$ cat src/rtl/rom_arbiter_pkg.sv
// Shared constants and the last-grant encoding for the instruction ROM arbiter.
package rom_arbiter_pkg;

  localparam int unsigned INST_ADDR_BUS     = 32;
  localparam int unsigned INST_BUS          = 32;
  localparam int unsigned INST_MEM_NUM      = 131071;
  localparam int unsigned INST_MEM_NUM_LOG2 = 17;

  localparam logic CHIP_ENABLE  = 1'b1;
  localparam logic CHIP_DISABLE = 1'b0;
  localparam logic RST_ENABLE   = 1'b1;

  typedef enum logic {
    ARB_IF  = 1'b0,
    ARB_DBG = 1'b1
  } arb_port_e;

endpackage

$ cat src/rtl/rom_arbiter_rr_arb2.sv
// Two-input round-robin grant; the port not granted last wins a contention.
module rom_arbiter_rr_arb2
  import rom_arbiter_pkg::*;
(
  input  logic clk,
  input  logic rst,
  input  logic req_if,
  input  logic req_dbg,
  output logic gnt_if,
  output logic gnt_dbg
);

  arb_port_e last_grant_q, last_grant_d;

  always_comb begin
    // NOTE: every output of this block gets a default first so no path leaves it unassigned (no latch).
    gnt_if       = 1'b0;
    gnt_dbg      = 1'b0;
    last_grant_d = last_grant_q;
    if (rst != RST_ENABLE) begin
      if (req_if && req_dbg) begin
        gnt_if  = (last_grant_q == ARB_DBG);
        gnt_dbg = (last_grant_q == ARB_IF);
      end else begin
        gnt_if  = req_if;
        gnt_dbg = req_dbg;
      end
    end
    if (gnt_if)  last_grant_d = ARB_IF;
    if (gnt_dbg) last_grant_d = ARB_DBG;
  end

  // NOTE: state registers use non-blocking assignments so all flops update together at the edge.
  always_ff @(posedge clk) begin
    if (rst == RST_ENABLE) last_grant_q <= ARB_DBG;
    else                   last_grant_q <= last_grant_d;
  end

endmodule

$ cat src/rtl/rom_arbiter.sv
// Shares the combinational instruction ROM between the IF fetch port and the debug read port.
module rom_arbiter
  import rom_arbiter_pkg::*;
#(
  parameter int unsigned ADDR_W    = INST_ADDR_BUS,
  parameter int unsigned DATA_W    = INST_BUS,
  parameter int unsigned MEM_WORDS = INST_MEM_NUM,
  parameter int unsigned MEM_LOG2  = INST_MEM_NUM_LOG2
) (
  input  logic              clk,
  input  logic              rst,
  input  logic              if_req,
  input  logic [ADDR_W-1:0] if_addr,
  output logic              if_gnt,
  output logic              if_stall,
  output logic              if_valid,
  output logic [DATA_W-1:0] if_rdata,
  output logic              if_err,
  input  logic              dbg_req,
  input  logic [ADDR_W-1:0] dbg_addr,
  output logic              dbg_gnt,
  output logic              dbg_valid,
  output logic [DATA_W-1:0] dbg_rdata,
  output logic              dbg_err,
  output logic              rom_ce,
  output logic [ADDR_W-1:0] rom_addr,
  input  logic [DATA_W-1:0] rom_inst
);

  // Takes the word address (byte address without its two ignored low bits).
  function automatic logic out_of_range(input logic [ADDR_W-3:0] waddr);
    logic [MEM_LOG2-1:0] idx;
    idx = waddr[MEM_LOG2-1:0];
    return (|waddr[ADDR_W-3:MEM_LOG2]) || ({{(32-MEM_LOG2){1'b0}}, idx} >= MEM_WORDS);
  endfunction

  logic              if_oor, dbg_oor;
  logic              if_valid_q, if_valid_d, dbg_valid_q, dbg_valid_d;
  logic              if_err_q, if_err_d, dbg_err_q, dbg_err_d;
  logic [DATA_W-1:0] if_rdata_q, if_rdata_d, dbg_rdata_q, dbg_rdata_d;

  rom_arbiter_rr_arb2 u_rr_arb2 (
    .clk     (clk),
    .rst     (rst),
    .req_if  (if_req),
    .req_dbg (dbg_req),
    .gnt_if  (if_gnt),
    .gnt_dbg (dbg_gnt)
  );

  assign if_stall = if_req & ~if_gnt;
  assign if_oor   = out_of_range(if_addr[ADDR_W-1:2]);
  assign dbg_oor  = out_of_range(dbg_addr[ADDR_W-1:2]);

  // An out-of-range grant still owns the slot, but the ROM stays disabled.
  always_comb begin
    rom_ce   = CHIP_DISABLE;
    rom_addr = '0;
    if (if_gnt) begin
      rom_addr = if_addr;
      rom_ce   = if_oor ? CHIP_DISABLE : CHIP_ENABLE;
    end else if (dbg_gnt) begin
      rom_addr = dbg_addr;
      rom_ce   = dbg_oor ? CHIP_DISABLE : CHIP_ENABLE;
    end
  end

  always_comb begin
    if_valid_d  = if_gnt;
    if_err_d    = if_err_q;
    if_rdata_d  = if_rdata_q;
    dbg_valid_d = dbg_gnt;
    dbg_err_d   = dbg_err_q;
    dbg_rdata_d = dbg_rdata_q;
    if (if_gnt) begin
      if_err_d   = if_oor;
      if_rdata_d = if_oor ? '0 : rom_inst;
    end
    if (dbg_gnt) begin
      dbg_err_d   = dbg_oor;
      dbg_rdata_d = dbg_oor ? '0 : rom_inst;
    end
  end

  always_ff @(posedge clk) begin
    if (rst == RST_ENABLE) begin
      if_valid_q  <= 1'b0;
      if_err_q    <= 1'b0;
      if_rdata_q  <= '0;
      dbg_valid_q <= 1'b0;
      dbg_err_q   <= 1'b0;
      dbg_rdata_q <= '0;
    end else begin
      if_valid_q  <= if_valid_d;
      if_err_q    <= if_err_d;
      if_rdata_q  <= if_rdata_d;
      dbg_valid_q <= dbg_valid_d;
      dbg_err_q   <= dbg_err_d;
      dbg_rdata_q <= dbg_rdata_d;
    end
  end

  assign if_valid  = if_valid_q;
  assign if_err    = if_err_q;
  assign if_rdata  = if_rdata_q;
  assign dbg_valid = dbg_valid_q;
  assign dbg_err   = dbg_err_q;
  assign dbg_rdata = dbg_rdata_q;

endmodule

$ cat config.mk
export PLATFORM = sky130hd
export DESIGN_NAME = rom_arbiter
export DESIGN_NICKNAME = d
export VERILOG_FILES = /design/src/rtl/rom_arbiter_pkg.sv /design/src/rtl/rom_arbiter_rr_arb2.sv /design/src/rtl/rom_arbiter.sv
export SDC_FILE = /design/constraint.sdc
export NUM_CORES = 1
export LEC_CHECK = 0
export CAP_MARGIN = 20
export CORE_ASPECT_RATIO = 1.5
export CORE_MARGIN = 5
export CORE_UTILIZATION = 40
export DETAILED_ROUTE_END_ITERATION = 10
export PLACE_DENSITY = 0.86
export SKIP_CTS_REPAIR_TIMING = 1
export SLEW_MARGIN = 0
export SYNTH_ARGS = -nofsm -noshare
export SYNTH_HDL_FRONTEND = slang
export SYNTH_HIERARCHICAL = 1
export SYNTH_SLANG_ARGS = --single-unit
export TNS_END_PERCENT = 30
$ cat constraint.sdc
create_clock -name clk -period 3.6 [get_ports clk]
set_input_delay 0.9 -clock clk [delete_from_list [all_inputs] [get_ports clk]]
set_output_delay 0.9 -clock clk [all_outputs]
set_load 0.01 [all_outputs]
==> results_tabular.tex <==
\begin{tabular}{lr}
\hline
Metric & Value \\
\hline
\multicolumn{2}{l}{\textbf{Status}} \\
Outcome & finished clean \\
\multicolumn{2}{l}{\textbf{Critical path}} \\
Worst Setup Start Kind & primary input \\
Critical path data arrival time & 2.62 ns \\
Minimum setup slack among reg-to-reg paths & 1.55 ns \\
Crit-path cells & clkdlybuf4s50\_1 -> nor2b\_4 -> nor3b\_4 -> nor4b\_2 -> and4\_4 -> inv\_2 -> o32ai\_1 -> buf\_2 \\
Largest stage delay on the critical path & roughly 0.44 ns \\
FF-to-FF path depth & 7 \\
Critical path class & in -> out \\
Critical Path Fanout Max & 3 \\
Critical-path top delay cell & sky130\_fd\_sc\_hd\_\_clkdlybuf4s50\_1 \\
Worst Setup End Kind & output pin \\
Data required time of the worst path & about 2.7 ns \\
Capturing point of the worst reg2reg path & if\_rdata[14] \\
Launch instance of the worst register-to-register path & u\_rr\_arb2/last\_grant\_q \\
\multicolumn{2}{l}{\textbf{Logic synthesis}} \\
Number of enable-type register cells in the synthesized netlist & 0 \\
Most used DFF post-synth & sky130\_fd\_sc\_hd\_\_dfxtp\_1 \\
Synthesized netlist cell count & $\sim$390 \\
Cell area after technology mapping & $\sim$3500 um\^{}2 \\
Unique masters post-synth & 27 \\
Sequential-to-total area share from yosys stat & $\sim$40\% \\
Syn Nets & between 400 and 500 \\
Synth warn & 6 \\
Dominant cells by area after synthesis & sky130\_fd\_sc\_hd\_\_dfxtp\_1 (40\%), sky130\_fd\_sc\_hd\_\_o311ai\_1 (16\%), sky130\_fd\_sc\_hd\_\_nand2b\_1 (11\%) \\
Post-Syn Area per Cell & 9.05 um\^{}2 \\
Cell taking the most area after synthesis & sky130\_fd\_sc\_hd\_\_dfxtp\_1 \\
Share of synthesized registers carrying an async set or reset & 0\% \\
Most frequently used cell type in the post-synthesis netlist & sky130\_fd\_sc\_hd\_\_dfxtp\_1 \\
Cell types with the highest counts after synthesis & sky130\_fd\_sc\_hd\_\_dfxtp\_1 (69), sky130\_fd\_sc\_hd\_\_a21oi\_1 (64), sky130\_fd\_sc\_hd\_\_nand2b\_1 (64), sky130\_fd\_sc\_hd\_\_o311ai\_1 (64), sky130\_fd\_sc\_hd\_\_a22o\_1 (32) \\
Flop and latch count out of synthesis & slightly below 70 \\
Area fraction of the dominant cell type after synthesis & approximately two fifths \\
\multicolumn{2}{l}{\textbf{Finish}} \\
Synthesis-to-layout area growth & 72.8\% \\
Final Util & a little under three quarters \\
Final nets & 672 \\
Layout filler cell count & around 640 \\
Layout cell share with drive strength beyond 1 & 8.51\% \\
Area taken by flip-flops and latches & 1380 um\^{}2 \\
Multi-input logic area & roughly 1900 um\^{}2 \\
Diodes inserted & 0 \\
\multicolumn{2}{l}{\textbf{Min path}} \\
Worst hold path stage count & 2 \\
Min-delay worst type & reg -> reg \\
Worst Hold Path EP & dbg\_rdata[11] \\
Startpoint of the lowest-slack hold path & dbg\_rdata[11] \\
\multicolumn{2}{l}{\textbf{Pwr}} \\
Power density cells & 327 nW/um\^{}2 \\
Peak supply drop & between 0.0003 and 0.0004 V \\
Leakage power of the design & between 0.002 and 0.0025 uW \\
Overall power after layout & between 1500 and 2000 uW \\
\multicolumn{2}{l}{\textbf{Run}} \\
Count of max-cap constraint violations & 0 \\
\multicolumn{2}{l}{\textbf{Clock tree}} \\
Latest clock arrival within the worst-skew pair & approximately 0.33 ns \\
Number of buffers inserted during clock tree synthesis & 9 \\
CTS tree & built \\
CTS Buffer Depth & 2 \\
H-tree Lvls & 3 \\
Worst-path clk slew & roughly 0.05 ns \\
Count of clock tree sinks & 69 \\
Clk Tree Root Cell & sky130\_fd\_sc\_hd\_\_clkbuf\_16 \\
\multicolumn{2}{l}{\textbf{Timing}} \\
Final hold violation count & 0 \\
Min cycle time layout & approximately 3.5 ns \\
Final Hold Slack & 0.464 ns \\
Maximum clock frequency & about 280 MHz \\
Fin Setup TNS & 0 ns \\
Transition time at the pin with the least slew margin & approximately 0.7 ns \\
Relative max-transition margin & $\sim$52\% \\
Total setup violations reported at the end of the flow & 0 \\
Post-Route Skew & about 0.0057 ns \\
Post-route clock period utilization & 97.9\% \\
Pins Over Slew Limit & 0 \\
\multicolumn{2}{l}{\textbf{Routing}} \\
Final antenna-violating net count & 0 \\
Average wire per standard cell & slightly above 20 um \\
Iteration-0 DRC Markers & around 340 \\
Average vias per placed instance & $\sim$6 \\
Total wirelength of the detailed-routed design & 14100 um \\
Number of vias in the routed layout & just over 4000 \\
DR DRC count & 0 \\
Initial DRT Pass Iterations & 7 \\
\multicolumn{2}{l}{\textbf{Die}} \\
IO Pins & $\sim$200 \\
Initial Util & around two fifths \\
Height of the chip & between 100 and 150 um \\
Horiz. Die Dim & between 80 and 90 um \\
Die area & approximately 11000 um\^{}2 \\
Number of placement rows & 41 \\
Floorplan Core Area & between 8000 and 9000 um\^{}2 \\
\multicolumn{2}{l}{\textbf{Place}} \\
Count of input and output buffers & about 200 \\
DP HPWL & a little under 10000 um \\
Final GP Congestion & about 0.8 \\
\multicolumn{2}{l}{\textbf{GRT}} \\
Pin count of the biggest net entering global routing & 70 \\
Wire length of the first global-routing pass & 21000 um \\
Initial antenna violation count & 0 \\
Number of global-route vias before repair & $\sim$4200 \\
GRT Residual Overflow & 0 \\
Total GRT Usage & roughly a quarter \\
\hline
\end{tabular}
==> worst max-delay path by stage <==
stage,cells after the start,from,end
final,8,dbg_req,rom_ce
after global routing,8,if_req,rom_ce
after CTS,8,if_req,rom_ce
after detailed placement,8,if_req,rom_ce
after global placement,8,if_req,rom_ce
after floorplan,8,dbg_req,rom_ce
==> cells in the final DEF (no fill, tap or decap), types with 4 or more instances in the layout <==
cell / instances
sky130_fd_sc_hd__a21oi_1: 64
sky130_fd_sc_hd__nand3_1: 4
sky130_fd_sc_hd__nand4_1: 4
sky130_fd_sc_hd__clkbuf_16: 10
sky130_fd_sc_hd__nor4_1: 4
sky130_fd_sc_hd__clkdlybuf4s50_1: 167
sky130_fd_sc_hd__buf_4: 15
sky130_fd_sc_hd__o311ai_1: 64
sky130_fd_sc_hd__nor2_1: 6
sky130_fd_sc_hd__dlymetal6s2s_1: 34
sky130_fd_sc_hd__nand2b_1: 64
sky130_fd_sc_hd__dfxtp_1: 69
sky130_fd_sc_hd__a22o_1: 32
==> report_power, final <==
| part | internal (uW) | total, uW | switching, uW |
|---|---|---|---|
| combinational | 188 | 316 | 128 |
| sequential | 767 | 769 | 1.96 |
| clock | 567 | 884 | 317 |
| total | 1520 | 1970 | 447 |
==> kinds of logic (layout without fill, tap and decap cells) <==
family / count (synthesis) / count (layout) / share of synthesized area (%)
buffers and inverters: 51 / 242 / 7.54
DFF: 69 / 69 / 39.6
and+or+nand+nor: 101 / 101 / 18.6
AOI/OAI and AO/OA: 164 / 164 / 34.2
==> final cells by class <==
type / instances / area share, %
clock inverters: 4 / 0.790
clock buffers: 11 / 4.20
inverters: 2 / 0.125
repair buffers: 225 / 38.7
well taps: 107 / 2.22
multi-input cells: 265 / 31.0
flip-flops and latches: 69 / 22.9
==> per-stage QoR <==
stage / area (um^2) / cells / setup WS (ns)
6_report: 6020 / 683 / 0.0770
5_1_grt: 6020 / 683 / -0.0000899
4_1_cts: 5870 / 680 / -0.332
3_5_place_dp: 5570 / 665 / -0.317
3_3_place_gp: 5570 / 665 / -0.276
2_1_floorplan: 3480 / 385 / 0.279
==> critical path: cells and delay by family <==
family | cells | cell delay [ns]
buffers and inverters | 3 | 0.69
AOI/OAI and AO/OA | 1 | 0.11
and+or+nand+nor | 4 | 0.91
==> routing by layer <==
layer / wire length [um] / up-vias / track usage, %
met4: 533 / 0 / 13.2
met2: 7790 / 239 / 46.5
met3: 1230 / 39 / 6.42
li1: - / 1857 / -
met1: 4510 / 1908 / 23.2
met5: 0 / - / 0
==> registers in the layout, summed over array words and instances, names as in the netlist <==
| name | count |
|---|---|
| if_rdata | 32 |
| u_rr_arb2/last_grant_q | 1 |
| dbg_valid | 1 |
| if_err | 1 |
| dbg_err | 1 |
| dbg_rdata | 32 |
| if_valid | 1 |
Note: power is estimated with default switching activity, not from simulation.
